===== src/rtl/tb4004_pkg.sv =====
// Shared TB4004 timing and opcode definitions: phase numbering, first-word opcode
// nibbles and the cycle sequencer state encoding.
package tb4004_pkg;

    localparam logic [2:0] CYC_A1 = 3'd0;
    localparam logic [2:0] CYC_A2 = 3'd1;
    localparam logic [2:0] CYC_A3 = 3'd2;
    localparam logic [2:0] CYC_M1 = 3'd3;
    localparam logic [2:0] CYC_M2 = 3'd4;
    localparam logic [2:0] CYC_X1 = 3'd5;
    localparam logic [2:0] CYC_X2 = 3'd6;
    localparam logic [2:0] CYC_X3 = 3'd7;

    // OPR nibbles; FIM/SRC and FIN/JIN share an OPR and differ by OPA[0]
    localparam logic [3:0] OPR_NOP = 4'h0;
    localparam logic [3:0] OPR_JCN = 4'h1;
    localparam logic [3:0] OPR_FIM = 4'h2;
    localparam logic [3:0] OPR_FIN = 4'h3;
    localparam logic [3:0] OPR_JUN = 4'h4;
    localparam logic [3:0] OPR_JMS = 4'h5;
    localparam logic [3:0] OPR_INC = 4'h6;
    localparam logic [3:0] OPR_ISZ = 4'h7;
    localparam logic [3:0] OPR_LDM = 4'hD;

    typedef enum logic [1:0] {
        ST_HALT = 2'd0,
        ST_RUN1 = 2'd1,
        ST_RUN2 = 2'd2
    } state_e;

endpackage


===== src/rtl/tb4004_opcode_len.sv =====
// Combinational instruction-length decode: high when OPR/OPA start a two-word
// instruction (JCN, FIM, JUN, JMS, ISZ).
module tb4004_opcode_len
    import tb4004_pkg::*;
(
    input  logic [3:0] opr,
    input  logic [3:0] opa,
    output logic       two_word
);

    // Only OPA[0] separates FIM (two words) from SRC (one word)
    logic opa_unused;
    assign opa_unused = ^opa[3:1];

    always_comb begin
        two_word = 1'b0;
        case (opr)
            OPR_JCN, OPR_JUN, OPR_JMS, OPR_ISZ: two_word = 1'b1;
            OPR_FIM:                            two_word = ~opa[0];
            default:                            two_word = 1'b0;
        endcase
    end

endmodule


===== src/rtl/tb4004_cycle_sequencer.sv =====
// TB4004 master timing: 8-phase instruction cycle, OPR/OPA capture, two-word
// sequencing and run/halt control. Optional single-step: TB4004_SINGLE_STEP_EN.
module tb4004_cycle_sequencer
    import tb4004_pkg::*;
(
    input  logic       clk,
    input  logic       rstN,
    input  logic       runEn,
`ifdef TB4004_SINGLE_STEP_EN
    input  logic       stepReq,
`endif
    input  logic [3:0] romData,
    output logic [2:0] cycle,
    output logic       sync,
    output logic       pcInc,
    output logic [3:0] opr,
    output logic [3:0] opa,
    output logic [3:0] opr2,
    output logic [3:0] opa2,
    output logic       secondWord,
    output logic       execValid,
    output logic       instrDone,
    output logic       halted
);

    state_e     state_q, state_d;
    logic [2:0] cycle_q, cycle_d;
    logic [3:0] opr_q, opr_d;
    logic [3:0] opa_q, opa_d;
    logic [3:0] opr2_q, opr2_d;
    logic [3:0] opa2_q, opa2_d;
    logic       two_word;
    logic       keep_running;

    tb4004_opcode_len u_len (
        .opr      (opr_q),
        .opa      (opa_q),
        .two_word (two_word)
    );

`ifdef TB4004_SINGLE_STEP_EN
    logic step_q, step_d;
    // A stepped instruction always falls back to HALT at its final X3
    assign keep_running = runEn & ~step_q;
`else
    assign keep_running = runEn;
`endif

    always_comb begin
        state_d = state_q;
        cycle_d = cycle_q;
        opr_d   = opr_q;
        opa_d   = opa_q;
        opr2_d  = opr2_q;
        opa2_d  = opa2_q;
`ifdef TB4004_SINGLE_STEP_EN
        step_d  = step_q;
`endif
        case (state_q)
            ST_HALT: begin
                cycle_d = CYC_A1;
                if (runEn) begin
                    state_d = ST_RUN1;
`ifdef TB4004_SINGLE_STEP_EN
                end else if (stepReq) begin
                    state_d = ST_RUN1;
                    step_d  = 1'b1;
`endif
                end
            end
            ST_RUN1: begin
                cycle_d = cycle_q + 3'd1;
                if (cycle_q == CYC_M1) opr_d = romData;
                if (cycle_q == CYC_M2) opa_d = romData;
                if (cycle_q == CYC_X3) begin
                    if (two_word) begin
                        state_d = ST_RUN2;
                    end else begin
                        state_d = keep_running ? ST_RUN1 : ST_HALT;
`ifdef TB4004_SINGLE_STEP_EN
                        step_d  = 1'b0;
`endif
                    end
                end
            end
            ST_RUN2: begin
                cycle_d = cycle_q + 3'd1;
                if (cycle_q == CYC_M1) opr2_d = romData;
                if (cycle_q == CYC_M2) opa2_d = romData;
                if (cycle_q == CYC_X3) begin
                    state_d = keep_running ? ST_RUN1 : ST_HALT;
`ifdef TB4004_SINGLE_STEP_EN
                    step_d  = 1'b0;
`endif
                end
            end
            default: begin
                state_d = ST_HALT;
                cycle_d = CYC_A1;
            end
        endcase
    end

    always_ff @(posedge clk or negedge rstN) begin
        if (!rstN) begin
            state_q <= ST_HALT;
            cycle_q <= CYC_A1;
            opr_q   <= 4'h0;
            opa_q   <= 4'h0;
            opr2_q  <= 4'h0;
            opa2_q  <= 4'h0;
`ifdef TB4004_SINGLE_STEP_EN
            step_q  <= 1'b0;
`endif
        end else begin
            state_q <= state_d;
            cycle_q <= cycle_d;
            opr_q   <= opr_d;
            opa_q   <= opa_d;
            opr2_q  <= opr2_d;
            opa2_q  <= opa2_d;
`ifdef TB4004_SINGLE_STEP_EN
            step_q  <= step_d;
`endif
        end
    end

    logic run;
    logic final_word;
    assign run        = (state_q != ST_HALT);
    assign final_word = ((state_q == ST_RUN1) & ~two_word) | (state_q == ST_RUN2);

    assign cycle      = cycle_q;
    assign opr        = opr_q;
    assign opa        = opa_q;
    assign opr2       = opr2_q;
    assign opa2       = opa2_q;
    assign sync       = run & (cycle_q == CYC_X3);
    assign pcInc      = run & (cycle_q == CYC_A3);
    assign secondWord = (state_q == ST_RUN2);
    assign execValid  = (cycle_q >= CYC_X1) & final_word;
    assign instrDone  = (cycle_q == CYC_X3) & final_word;
    assign halted     = (state_q == ST_HALT);

endmodule


===== config.mk =====
export PLATFORM = sky130hd
export DESIGN_NAME = tb4004_cycle_sequencer
export DESIGN_NICKNAME = d
export VERILOG_FILES = /design/src/rtl/tb4004_pkg.sv /design/src/rtl/tb4004_opcode_len.sv /design/src/rtl/tb4004_cycle_sequencer.sv
export SDC_FILE = /design/constraint.sdc
export NUM_CORES = 1
export LEC_CHECK = 0
export CORE_MARGIN = 2
export CORE_UTILIZATION = 45
export CTS_BUF_LIST = sky130_fd_sc_hd__clkbuf_16
export DETAILED_ROUTE_END_ITERATION = 10
export HOLD_SLACK_MARGIN = 0.05
export PLACE_DENSITY = 0.83
export SYNTH_ARGS = -nofsm -noshare
export SYNTH_HDL_FRONTEND = slang
export SYNTH_SLANG_ARGS = --single-unit
export TNS_END_PERCENT = 20

===== constraint.sdc =====
create_clock -name clk -period 1.6 [get_ports clk]
set_input_delay 0.16 -clock clk [delete_from_list [all_inputs] [get_ports clk]]
set_output_delay 0.16 -clock clk [all_outputs]
set_load 0.05 [all_outputs]

## After elaboration in Yosys (flattened, before gate mapping)

Index checks and enable logic that the tools add are counted.

| word-level totals | value |
|---|---|
| bits of input ports | 7 |
| logic and storage cells | 47 |
| output and inout port bits | 25 |
| flip-flop bits (word level) | 21 |

| operators by class | value |
|---|---|
| bitwise logic cells | 8 |
| add/sub/neg operators | 1 |
| equal/unequal tests | 14 |
| mux-type cells | 8 |
| reductions and logical operators | 9 |
| $lt $le $gt $ge | 1 |

Operator list:

| operator | count |
|---|---|
| 4-bit by 3-bit == test with 1-bit output (second input constant) | 3 |
| 2-bit 2-to-1 mux | 4 |
| 2-bit AND reduction | 4 |
| 3-bit by 2-bit == test with 1-bit output (second input constant) | 2 |
| 3-bit == test (second input constant) | 2 |
| 2-bit case mux with 3 select lines | 1 |
| 1-bit bitwise AND | 5 |
| 4-bit by 1-bit == test with 1-bit output (second input constant) | 1 |
| 4-bit by 2-bit == test with 1-bit output (second input constant) | 1 |
| 2-bit inequality test (second input constant) | 2 |
| 4-bit OR reduction | 1 |
| 3-bit by 1-bit adder with 3-bit output (second input constant) | 1 |
| 3-bit >= comparator (second input constant) | 1 |
| 3-bit 2-to-1 mux | 1 |
| 3-bit AND reduction | 1 |
| 2-bit by 1-bit == test with 1-bit output (second input constant) | 1 |
| 2-bit == test (second input constant) | 1 |
| 2-bit zero test | 1 |
| 2-bit by 1-bit inequality test with 1-bit output (second input constant) | 1 |
| 1-bit inverter | 2 |
| 1-bit case mux with 2 select lines | 1 |
| 2-bit nonzero test | 1 |
| 2-bit OR reduction | 1 |
| 1-bit 2-to-1 mux | 1 |
| 1-bit OR | 1 |

## Logic depth before layout (Yosys ltp)

Gate-level depths: netlist (run 1).

| logic depth | value |
|---|---|
| depth after elaboration | 7 |
| mapped depth | 6 |
| mapped depth without buffers | 6 |

## Modules after synthesis

Synthesis (run 1) repeated with hierarchy kept, for this count alone.

| unflattened totals | value |
|---|---|
| cell total of the unflattened synthesis | 80 |
| area total of the unflattened synthesis | 1036.0 µm² |

By module, submodules not included:

| module | area each (µm²) | seq. area each (µm²) | instances | cells each |
|---|---|---|---|---|
| tb4004_cycle_sequencer | 1008.5 | 525.5 | 1 | 76 |
| tb4004_opcode_len | 27.5 | 0.0 | 1 | 4 |

## Worst setup path before layout (run 1)

No wires, ideal clock.

| path | value |
|---|---|
| path type | reg-to-output |
| start point | register opr_q[2] (netlist: opr[2]) |
| end point | output port instrDone |
| data required time | 1.440 ns |
| cell stages (with the launch flop) | 5 |
| path slack | -0.502 ns |
| data arrival time | 1.942 ns |
| buffers on the path | 0 |
| cells stage by stage | dfrtp_1 > nand2b_1 > a211oi_2 > a21oi_1 > nor2b_1 |

| between the ends | value |
|---|---|
| longest elaborated chain between the ends | 7 |
| elaborated cells between the ends (all ways) | 11 |
| those cells by class | eq/ne (5); mux (1); bitwise (4); reduce/logical (1) |

RTL lines:

| what | line | source |
|---|---|---|
| from (decl) | tb4004_cycle_sequencer.sv:28 | `logic [3:0] opr_q, opr_d;` |
| from (signal assigned) | tb4004_cycle_sequencer.sv:118 | `opr_q <= opr_d;` |
| 4-bit by 1-bit == test with 1-bit output / 4-bit by 3-bit == test with 1-bit output (equally long branches) | tb4004_opcode_len.sv:17 | `case (opr)` |
| 4-bit OR reduction | tb4004_opcode_len.sv:17 |  |
| 1-bit case mux with 2 select lines (*) | tb4004_opcode_len.sv:17 |  |
| 1-bit inverter (*) | tb4004_cycle_sequencer.sv:131 | `assign final_word = ((state_q == ST_RUN1) & ~two_word) \| (state_q == ST_RUN2);` |
| 1-bit bitwise AND (*) | tb4004_cycle_sequencer.sv:131 |  |
| 1-bit OR (*) | tb4004_cycle_sequencer.sv:131 |  |
| 1-bit bitwise AND (*) | tb4004_cycle_sequencer.sv:142 | `assign instrDone = (cycle_q == CYC_X3) & final_word;` |
| to (decl) | tb4004_cycle_sequencer.sv:22 | `output logic instrDone,` |

Mark *: on every way between the ends. The rest lies on a longest branch, timed or not.

## Worst setup path after layout (run 1)

Ends and elaborated chain as after synthesis.

==> results of run 1 <==
synth_stat cells (2+ instances only):
| cell type | n | share of area |
|---|---|---|
| nand3_1 | 2 | 0.0097 |
| dfrtp_1 | 21 | 0.51 |
| ha_1 | 10 | 0.12 |
| inv_1 | 7 | 0.025 |
| nor2b_1 | 5 | 0.030 |
| o21ai_0 | 2 | 0.0097 |
| mux2_2 | 16 | 0.17 |
| nand2_1 | 4 | 0.015 |
cells in the final DEF, fill, tap and decap left out, drive strengths merged:
cell and instances:
nand3b 1, o21ai 3, a211oi 2, nand3 2, ha 10, buf 33
nor2 1, a21o 1, and2 1, nor2b 5, nor4b 1, nand2 4
o41ai 1, clkdlybuf4s50 6, nand2b 1, o21bai 1, mux2 16, clkbuf 3
clkinv 1, and3 1, dfrtp 21, a21oi 1, inv 7
cell type report:
| cell class | instances | area share |
|---|---|---|
| Clock inverter | 1 | 0.00301 |
| Multi-Input combinational cell | 52 | 0.359 |
| Tap cell | 28 | 0.0211 |
| Clock buffer | 3 | 0.0451 |
| Sequential cell | 21 | 0.320 |
| Timing Repair Buffer | 39 | 0.235 |
| Inverter | 7 | 0.0173 |
path summary, 6_finish.rpt:
path | start | endpoint | slack [ns] | cells after the start
worst max register to register | state_q[0] | opa2[1] | 0.06 | 5
worst min-delay path | rstN | opa2[0] | 0.25 | 2
worst min register to register | cycle[0] | cycle[0] | 0.48 | 1
max in group asynchronous | rstN | cycle[0] | 1.13 | 2
min in group clk | cycle[0] | cycle[0] | 0.48 | 1
worst max-delay path | opr[2] | instrDone | -0.10 | 5
stage by stage:
step / setup WS, ns / utilization / instance area [um2] / hold WS (ns) / TNS, ns
final: -0.101 / 0.759 / 1660 / 0.249 / -0.198
after global routing: -0.144 / 0.759 / 1660 / 0.271 / -0.341
after CTS: -0.0935 / 0.754 / 1650 / 0.255 / -0.177
after detailed placement: 0.0472 / 0.660 / 1450 / 0.480 / 0
after global placement: 0.0811 / 0.660 / 1450 / 0.479 / 0
after floorplan: -0.0861 / - / 1070 / -0.136 / -0.521
kinds of logic after synthesis:
family / after synthesis / synth area share
buffers and inverters: 7 / 0.0255
DFF: 21 / 0.510
adders and majority gates: 10 / 0.121
AOI/OAI and AO/OA: 9 / 0.0704
muxes: 16 / 0.175
and+or+nand+nor: 17 / 0.0983
registers in the layout (all words and copies together) (netlist names):
name and count:
cycle 3, opa 4, opa2 4, opr 4, opr2 4, state_q 2
timing repair:
item                                    CTS  global route
endpoints found under the setup margin    2             6
resized for setup                        16             5
hold buffers                              0             0
pin swaps                                 4             0
setup buffers                             5             0
routing by layer:
| metal | up-vias | share of wire |
|---|---|---|
| met5 | - | 0 |
| met4 | 0 | 0.0048 |
| met3 | 3 | 0.035 |
| met2 | 13 | 0.51 |
| met1 | 383 | 0.45 |
| li1 | 362 | - |
==> reports/metrics.csv, run 1 <==
metric,value,unit
vias in the first global route,748,
total track usage,0.196,
asr flop ratio synth,1.00,
WP buf/inv,1,
Area growth syn-to-layout,61.3,%
First DRT Iteration DRCs,3,
area of the multi-input gates,597,um2
largest net degree at the start of global routing,22,
H-Tree Depth,1,
type of origin of the critical path,flop,
most used routing layer,met2,
Seq. cell area,532,um2
total of max-cap violations,0,
failing checks,setup timing,
Row Count,17,
CTS Buffer Depth,2,
crit end category,output port,
Syn Nets,97,
ant diodes,0,
Via Count,761,
post-DR wirelength/cell,15.1,um
Clock Latency Late Sink,0.25,ns
DR pass1 iterations,3,
routed vias/inst,5.04,
Synth cell types,21,
"Reg clk slew, reported paths",0.06,ns
met3 Use GR,0.0575,
fill cell count,129,
worst slew pin tran,0.330,ns
slowest CP cell,dfrtp_2,
status,"finished, violations left",
fmax,588,MHz
Crit path max-delay family,flip-flops,
initial antenna violation count,0,
first-pass GRT wire length,3.75,mm
Die Area,0.00269,mm2
synthesized area,0.00103,mm2
Pins Over Slew Limit,0,
IO Count,32,
dominant synthesized flop cell,dfrtp_1,
starting density of the core,0.471,
CTS tree,yes,
min Tclk post-route,1.70,ns
syn avg cell area,12.9,um2
DRC viols,0,
core area,0.00219,mm2
chip width,51.9,um
fin crit share,1.06,
fin nets,141,
Max stage delay on crit path,0.45,ns
gpl congestion,0.752,
WP data required,1.44,ns
WS Path Type,reg -> out,
Ys Warns,0,
Clock Tree Root,clkbuf_16,
share of cells above drive strength 1,0.618,
Syn Inst Count,80,
non-filler instance count after layout,151,
"FF+latch count, synth",21,
min-delay worst type,in -> async,
Fin. Hold Viols,0,
max_slew headroom,0.778,
register area share after synthesis,0.510,
CP Cell Sequence,nand2b_4 > a211oi_4 > a21oi_4 > nor2b_4 > buf_12,
unrepaired setup endpoints after global routing,yes,
I/O Buffers,31,
Setup-failing EPs final,2,
met2 Usage GRT,0.314,
met1 GRT Util,0.257,
Die Y,51.9,um
Cells after DPL,142,
"EDFF count, synth",0,
Crit Path Max Fanout,5,
Post-Route WL,2.28,mm
DRT antenna net count,0,
final worst slack,-0.101,ns
HPWL after DPL,1.65,mm
clock skew,0.00146,ns
Clock Sinks,21,
CP arrival,1.54,ns
cts bufs inserted,3,
GRT overflow,0,
Power of run 1 is left out: the tool's default activity adds up to more than one toggle a clock period on the data nets, which glitch-free logic cannot reach.
==> inputs of run 2 (changes only) <==
- CORE_ASPECT_RATIO: unset -> 0.75
==> reports/metrics.csv, run 2 (synthesis gave the netlist of run 1 again) <==
metric,value,unit,change
CTS tree,yes,,
share of cells above drive strength 1,0.629,,+0.0111
clock skew,0.00189,ns,+0.000435 ns
ant diodes,0,,unchanged
first-pass GRT wire length,4.02,mm,+7.2%
Row Count,14,,-3
Setup-failing EPs final,2,,unchanged
starting density of the core,0.495,,+0.0240
Clock Tree Root,clkbuf_16,,
crit end category,output port,,
worst hold slack,0.254,ns,+0.00424 ns
routed vias/inst,5.06,,+0.42%
Crit Path Max Fanout,3,,-2
initial antenna violation count,0,,unchanged
fmax,588,MHz,+0.11%
failing checks,setup timing,,
CTS Buffer Depth,2,,unchanged
WP data required,1.44,ns,about the same
GRT overflow,0,,unchanged
Pins Over Slew Limit,0,,unchanged
chip width,59.3,um,+14%
cts bufs inserted,3,,unchanged
vias in the first global route,815,,+9.0%
CP arrival,1.54,ns,about the same
worst slew pin tran,0.345,ns,+0.0155 ns
Area growth syn-to-layout,61.7,%,
min-delay worst type,in -> async,,
Clock Latency Late Sink,0.25,ns,about the same
total of max-cap violations,0,,unchanged
H-Tree Depth,1,,unchanged
status,"finished, violations left",,
most frequent cells in the layout,"buf_4, mux2_2, dfrtp_1",,
gpl congestion,0.737,,-2.0%
Via Count,749,,-1.6%
unrepaired setup endpoints after global routing,yes,,
"Reg clk slew, reported paths",0.06,ns,about the same
IO Count,32,,unchanged
post-DR wirelength/cell,16.6,um,+9.8%
largest net degree at the start of global routing,22,,unchanged
Die Area,0.00269,mm2,+0.15%
Cells after DPL,138,,-2.8%
total track usage,0.211,,+0.0157
DRT antenna net count,0,,unchanged
core area,0.00208,mm2,-4.9%
I/O Buffers,31,,unchanged
cell depth of the worst flop-to-flop path,4,,-1
min Tclk post-route,1.70,ns,-0.00194 ns
# hold bufs at CTS,0,,unchanged
DRC viols,0,,unchanged
max_slew headroom,0.767,,-0.0105
First DRT Iteration DRCs,18,,+15
fin crit share,1.06,,-0.00121
setup TNS after final layout,-0.194,ns,+0.00428 ns
Die Y,45.5,um,-12%
Fin. Hold Viols,0,,unchanged
non-filler instance count after layout,148,,-2.0%
type of origin of the critical path,flop,,
HPWL after DPL,1.72,mm,+4.4%
Clock Sinks,21,,unchanged
WS Path Type,reg -> out,,
Post-Route WL,2.46,mm,+7.6%
final worst slack,-0.0993,ns,+0.00194 ns
"most common cell after layout, fill and taps aside",buf_4,,
fin nets,142,,+0.71%
DR pass1 iterations,4,,+1
==> run 2: area by class of cell <==
class                           instances  area (um2)
Inverter                                7        26.3
Multi-Input combinational cell         52         597
Clock inverter                          1        7.51
Tap cell                               24        30.0
Fill cell                             122         418
Timing Repair Buffer                   40         398
Clock buffer                            3        75.1
Sequential cell                        21         533
==> run 2: path summary, 6_finish.rpt <==
path                            start          to  slack, ns
hold / removal                   rstN    cycle[1]       0.25
setup / recovery           state_q[1]   instrDone       -0.1
max in group asynchronous        rstN  state_q[0]       1.12
setup reg to reg             cycle[0]     opr2[0]       0.09
hold reg to reg              cycle[0]    cycle[0]       0.49
min in group clk             cycle[0]    cycle[0]       0.49
==> run 2: worst max-delay path, cell delays in order, from the launching register on <==
cell and delay [ns]:
dfrtp_1 0.43, inv_2 0.09, ha_4 0.18, a21o_4 0.21, a21oi_4 0.18, nor2b_4 0.06
buf_12 0.14
==> run 2: what timing repair did <==
item | 4_1_cts | 5_1_grt
setup buffers | 5 | 1
setup endpoints to repair | 2 | 6
gates resized for setup | 13 | 8
pin swaps | 3 | 1
gates cloned | 0 | 0
==> run 2: metal layers <==
metal	wire length [um]	vias up	global-route usage
met5	0	-	0
met4	9	0	0.0409
met3	79	2	0.0511
met2	1270	13	0.360
met1	1100	370	0.279
li1	-	364	-
==> run 2: stage by stage <==
step | setup WS (ns) | cell area (um2) | util
floorplan | -0.0861 | 1070 | -
global placement | 0.0896 | 1440 | 0.691
detailed placement | 0.0652 | 1440 | 0.691
CTS | -0.0819 | 1630 | 0.784
global route | -0.140 | 1670 | 0.800
finish | -0.0993 | 1670 | 0.800
Power of run 2 is left out for the same reason.
==> inputs of run 3 (changes only) <==
- PLACE_DENSITY: 0.83 -> 0.82
- SYNTH_HIERARCHICAL: unset -> 1
==> reports/metrics.csv, run 3 <==
metric,value,unit,change
routed vias/inst,5.17,,+2.2%
starting density of the core,0.464,,-0.0307
r2r endpoint,state_q[0],,
worst hold slack,0.249,ns,-0.00443 ns
Clock Tree Root,clkbuf_16,,
fmax,512,MHz,-13%
largest net degree at the start of global routing,22,,unchanged
most area-hungry cell type in the Yosys netlist,dfrtp_1,,
chip width,59.4,um,+0.23%
GRT overflow,0,,unchanged
worst slew pin tran,0.325,ns,-0.0203 ns
unrepaired setup endpoints after global routing,yes,,
Area growth syn-to-layout,52.8,%,
IO Count,32,,unchanged
DRT antenna net count,0,,unchanged
Post-Route WL,2.22,mm,-9.7%
"FF+latch count, synth",21,,unchanged
Post-synth top cells,"dfrtp_1, mux2_2, ha_1",,
cts bufs inserted,3,,unchanged
CTS Buffer Depth,2,,unchanged
Die Area,0.00271,mm2,+0.45%
Clock Latency Late Sink,0.25,ns,about the same
Pins Over Slew Limit,0,,unchanged
vias in the first global route,746,,-8.5%
"Reg clk slew, reported paths",0.05,ns,about the same
first-pass GRT wire length,3.49,mm,-13%
most frequent cells in the layout,"buf_4, dfrtp_1, mux2_2",,
cell depth of the worst flop-to-flop path,6,,+2
ant diodes,0,,unchanged
gpl congestion,0.729,,-1.0%
Fin. Hold Viols,0,,unchanged
clock skew,0.00310,ns,+0.00121 ns
# hold bufs at CTS,0,,unchanged
top layer in use,met3,,
failing checks,setup timing,,
CP Launch Point,opr[2],,
Finished Core Util,0.709,,-0.0908
dominant synthesized flop cell,dfrtp_1,,
WS Path Type,reg -> out,,
Die Y,45.6,um,+0.22%
"worst slack, placed",-0.270,ns,-0.335 ns
routed wl met3,80,um,+1.3%
First DRT Iteration DRCs,11,,-7
status,"finished, violations left",,
synth top area cells,"dfrtp_1, mux2_2, ha_1, inv_1, nor2b_1",,
WP data required,1.44,ns,about the same
initial antenna violation count,0,,unchanged
CP arrival,1.79,ns,+0.25 ns
Synth cell types,20,,-4.8%
total of max-cap violations,0,,unchanged
worst flop-to-flop path startpoint,opr[2],,
syn avg cell area,12.9,um2,+0.49%
Syn Inst Count,80,,unchanged
final worst slack,-0.352,ns,-0.253 ns
"Design Area, Final",0.00158,mm2,-5.0%
CTS tree,yes,,
fin crit share,1.22,,+0.158
"EDFF count, synth",0,,unchanged
Setup-failing EPs final,3,,+1
crit path capture,execValid,,
share of cells above drive strength 1,0.556,,-0.0726
placed inst area,0.00144,mm2,about the same
met2 WL,1.16,mm,-8.5%
HPWL after DPL,1.66,mm,-3.5%
DRC viols,0,,unchanged
Row Count,15,,+1
"most common cell after layout, fill and taps aside",buf_4,,
Via Count,771,,+2.9%
Clock Sinks,21,,unchanged
core area,0.00223,mm2,+7.1%
synthesized area,0.00104,mm2,+0.49%
Crit Path Max Fanout,2,,-1
Syn Nets,99,,+2.1%
Ys Warns,6,,+6
R2R setup slack,-0.35,ns,-0.44 ns
max_slew headroom,0.781,,+0.0137
crit end category,output port,,
type of origin of the critical path,flop,,
Yosys top cell area share,0.507,,-0.00246
total track usage,0.179,,-0.0323
fin nets,144,,+1.4%
most frequent cell after synthesis,dfrtp_1,,
H-Tree Depth,1,,unchanged
asr flop ratio synth,1.00,,unchanged
post-DR wirelength/cell,14.9,um,-10%
I/O Buffers,31,,unchanged
DR pass1 iterations,4,,unchanged
register area share after synthesis,0.507,,-0.00246
min Tclk post-route,1.95,ns,+0.253 ns
min-delay worst type,in -> async,,
routed length on met1,978,um,-11%
==> run 3: cell types whose count changed in the layout (fill, tap and decap cells not counted), sizes merged, moves of 2 or more <==
cell / previous run / this run
ha: 10 / 12
o21ai: 3 / 1
nor3: 0 / 2
a211oi: 2 / 0
==> run 3: cells by family (layout without fill, tap and decap cells) <==
kind of cell             Yosys count  after routing  share of synthesized area
AND/OR/NAND/NOR                   16             16                     0.0906
flip-flops                        21             21                      0.507
AO/OA/AOI/OAI                      7              7                     0.0483
adder cells (fa/ha/maj)           12             12                      0.145
buffers and inverters              7             51                     0.0254
multiplexers                      17             17                      0.184
==> run 3: what timing repair did <==
action,CTS,global route
setup buffers,1,0
endpoints found under the hold margin,0,0
cloned,0,0
setup endpoints to repair,3,5
pin swaps,4,3
resized for setup,7,6
==> run 3: worst max-delay path: stages (launching register included) <==
cell	delay, ns
dfrtp_2	0.40
or4b_4	0.55
a31oi_4	0.18
inv_2	0.07
a21oi_4	0.14
nor3_2	0.05
buf_6	0.16
==> run 3: final cells by class <==
cell class                      instances  area, um2
Inverter                                7       26.3
Clock buffer                            3       75.1
Multi-Input combinational cell         52        539
Tap cell                               25       31.3
Fill cell                             155        651
Sequential cell                        21        531
Timing Repair Buffer                   40        373
Clock inverter                          1       7.51
==> run 3: how the worst min path moves through the flow <==
stage                to  depth (start not counted)     start
2_1_floorplan  cycle[0]                          0      rstN
3_3_place_gp   cycle[0]                          1  cycle[0]
3_5_place_dp   cycle[0]                          1  cycle[0]
4_1_cts          opa[1]                          2      rstN
5_1_grt          opa[2]                          2      rstN
6_report         opa[2]                          2      rstN
==> run 3: stage by stage <==
stage / TNS, ns / cells
finish: -1.04 / 149
global route: -1.18 / 149
CTS: -1.18 / 149
detailed placement: -0.797 / 144
global placement: -0.589 / 144
floorplan: -2.06 / 80
==> run 3: layer usage <==
layer | GRT usage | vias to the layer above
li1 | - | 367
met1 | 0.232 | 387
met2 | 0.292 | 17
met3 | 0.0568 | 0
met4 | 0.0455 | 0
met5 | 0 | -
Power of run 3 is left out for the same reason.
